`src/rtl/johnson_pkg.sv`:
```
// Shared types and helpers for the Johnson (twisted-ring) code checker.
package johnson_pkg;

  typedef enum logic {
    HUNT   = 1'b0,
    LOCKED = 1'b1
  } lock_state_t;

  // Number of distinct codes in a WIDTH-bit Johnson sequence.
  function automatic int seq_len(input int width);
    return 2 * width;
  endfunction

  // Legal Johnson codes have at most one boundary between a run of ones and a run of zeros.
  function automatic bit johnson_is_legal(input logic [31:0] code, input int width);
    int flips;
    flips = 0;
    for (int i = 1; i < width; i++) begin
      if (code[i] != code[i-1]) flips++;
    end
    return (flips <= 1);
  endfunction

  // Fill phase (ones entering from the MSB) maps to popcount; drain phase maps to SEQ - popcount.
  // Illegal codes go through the same arithmetic, so their index is deterministic.
  function automatic int johnson_to_idx(input logic [31:0] code, input int width);
    int pc;
    pc = 0;
    for (int i = 0; i < width; i++) begin
      pc += int'(code[i]);
    end
    if (pc == 0 || code[width-1]) return pc;
    return 2 * width - pc;
  endfunction

endpackage

```
`src/rtl/johnson_decode.sv`:
```
// Combinational decode of a Johnson code into its sequence index and a legality flag.
module johnson_decode
  import johnson_pkg::*;
#(
  parameter int WIDTH = 4,
  localparam int IDX_W = $clog2(2 * WIDTH)
) (
  input  logic [WIDTH-1:0] code,
  output logic [IDX_W-1:0] idx,
  output logic             legal
);

  // Pure table-free decode; both outputs follow the input directly.
  always_comb begin
    legal = johnson_is_legal(32'(code), WIDTH);
    idx   = IDX_W'(johnson_to_idx(32'(code), WIDTH));
  end

endmodule

```
`config.mk`:
```
export PLATFORM = sky130hd
export DESIGN_NAME = johnson_decode
export DESIGN_NICKNAME = d
export VERILOG_FILES = /design/src/rtl/johnson_pkg.sv /design/src/rtl/johnson_decode.sv
export SDC_FILE = /design/constraint.sdc
export NUM_CORES = 1
export LEC_CHECK = 0
export BUFFER_PORTS_ARGS = -buffer_cell sky130_fd_sc_hd__buf_2
export CAP_MARGIN = 40
export CORE_AREA = 5 5 42 44
export DETAILED_ROUTE_END_ITERATION = 8
export DIE_AREA = 0 0 47 49
export PLACE_DENSITY = 0.41
export REMOVE_ABC_BUFFERS = 1
export SLEW_MARGIN = 10
export SYNTH_ARGS = -nofsm -noshare
export SYNTH_HDL_FRONTEND = slang
export SYNTH_SLANG_ARGS = --single-unit
```
`constraint.sdc`:
```
create_clock -name vclk -period 2.9
set_clock_uncertainty 0.2 [all_clocks]
set_input_delay 0.145 -clock vclk [all_inputs]
set_output_delay 0.145 -clock vclk [all_outputs]
set_load 0.02 [all_outputs]
```
==> impl_metrics.json <==
{
  "maxSlewViolCount": 0,
  "synth_mux_area_frac": 0.0611,
  "sw_frac_of_total": 0.623,
  "dieWidth_um": 47,
  "viasPerCell": 3.35,
  "place.gp.congestion": 0.608,
  "endpoint_kind": "output pin",
  "worstPathArrival_ns": 2.21,
  "power.density_nw_per_um2": 278,
  "area_growth_pct": 36.6,
  "ys_seq_area_frac": 0,
  "nets": 44,
  "synthAdderAreaFrac": 0.504,
  "cp.required_ns": 2.56,
  "drv_cap": 0,
  "max-slew-margin-rel": 0.868,
  "fin_crit_sh": 0.883,
  "die_area_um2": 2300,
  "setup_viol": 0,
  "die_y_um": 49,
  "start_kind": "input port",
  "cellLeakagePower_nw": 0.140,
  "cts_resized": 0,
  "clockPowerShare": 0,
  "final_util": 0.160,
  "synth-simple-area-share": 0.130,
  "ios": 8,
  "antennaDiodeCount": 0,
  "stdcell_count": 48,
  "fill_cells": 174,
  "synth.avg_cell_area_um2": 6.83,
  "layout_common_cells": "inv_1, buf_2, ha_1, nand2_1",
  "grtUsageTotal": 0.0295,
  "nClkBuffers": 0,
  "cp_max_fo": 4,
  "coreArea_um2": 1400,
  "power_w": 0.0000623,
  "regArea_um2": 0,
  "period_needed_ns": 2.56,
  "cts_hold_buf": 0,
  "hold_path_class": "in -> out",
  "drtPass1Iterations": 1,
  "post_cts_buffers": 0,
  "tns_ns": 0,
  "synth_top_family_by_area": "adder cells",
  "vias": 161,
  "pwr-share-comb": 1.000,
  "critPathLaunch": "code[1]",
  "p_int_w": 0.0000235,
  "p_sw_w": 0.0000388,
  "min-delay-start": "code[2]",
  "synth_xor_area_frac": 0,
  "gr-total-overflow": 0,
  "max_freq_mhz": 391,
  "avgRoutedWirePerCell_um": 6.50,
  "drive_above_1_share": 0.250,
  "yosys_warnings": 0,
  "ant_nets": 0,
  "grt_start_max_net_pins": 5,
  "status": "finished clean",
  "rows": 14,
  "drc": 0,
  "synth_area_um2": 164,
  "irDropWorstVdd_mv": 0.107,
  "synth_compound_area_frac": 0.122,
  "worst_pin_slew_ns": 0.197,
  "grt_pass1_wl_um": 552,
  "drtIter0Drc": 0,
  "seq_power_share": 0,
  "rsz0062_at_grt": "no",
  "port-buffer-count": 8,
  "hold_viol": 0,
  "grt_pass1_vias": 154,
  "syn_inst": 24,
  "start_util": 0.117,
  "antenna_found_initial": 0,
  "ys_types": 9,
  "holdWs_ns": 0.497,
  "seq_cell_count": 0,
  "dp.cells": 48,
  "drt_wl_total_um": 312,
  "critPathKind": "in -> out"
}
[power groups by stage]
stage / logic, W / registers [W] / clock network (W)
finish: 0.0000623 / 0 / 0
CTS: 0.0000641 / 0 / 0
floorplan: 0.0000450 / 0 / 0
global placement: 0.0000644 / 0 / 0
detailed placement: 0.0000636 / 0 / 0
global route: 0.0000715 / 0 / 0
[Yosys cell counts, drive strengths merged]
cell    number  area, µm²
fa           1       20.0
ha           5       62.6
inv          8       30.0
mux2i        1       10.0
nand2        3       11.3
nand2b       1       6.26
nor2         1       3.75
o21ai        4       20.0
[critical path: stages]
cell	delay [ns]
buf_2	0.11
inv_1	0.07
fa_1	0.50
inv_1	0.05
ha_1	0.17
ha_1	0.26
inv_1	0.04
ha_1	0.17
ha_1	0.19
nor2_1	0.19
nand2_1	0.07
o21ai_0	0.06
buf_2	0.18
[path summary, 6_finish.rpt]
| check | end | cells past startpoint |
|---|---|---|
| worst max-delay path | idx[1] | 13 |
| worst min-delay path | idx[0] | 3 |
[stage by stage]
stage / setup slack [ns] / instance area, µm²
6_report: 0.340 / 224
3_3_place_gp: 0.301 / 224
2_1_floorplan: 0.524 / 164
4_1_cts: 0.312 / 224
5_1_grt: 0.182 / 224
3_5_place_dp: 0.324 / 224
[area by class of cell]
cell class | count | area, µm² | area share
repair buffers | 8 | 40.0 | 0.179
inverters | 8 | 30.0 | 0.134
well taps | 16 | 20.0 | 0.0894
multi-input cells | 16 | 134 | 0.598
[cells by family after synthesis]
logic type      Yosys count
compound gates            4
fa+ha+maj                 6
buf+inv                   8
mux                       1
simple gates              5
[routing by layer]
layer,vias up,wire length (µm),GRT usage
met1,65,175,0.0414
met3,0,27,0.00369
met2,7,109,0.0498
met5,-,0,0
met4,0,0,0
li1,89,-,-
Note: power is estimated with default switching activity, not from simulation.
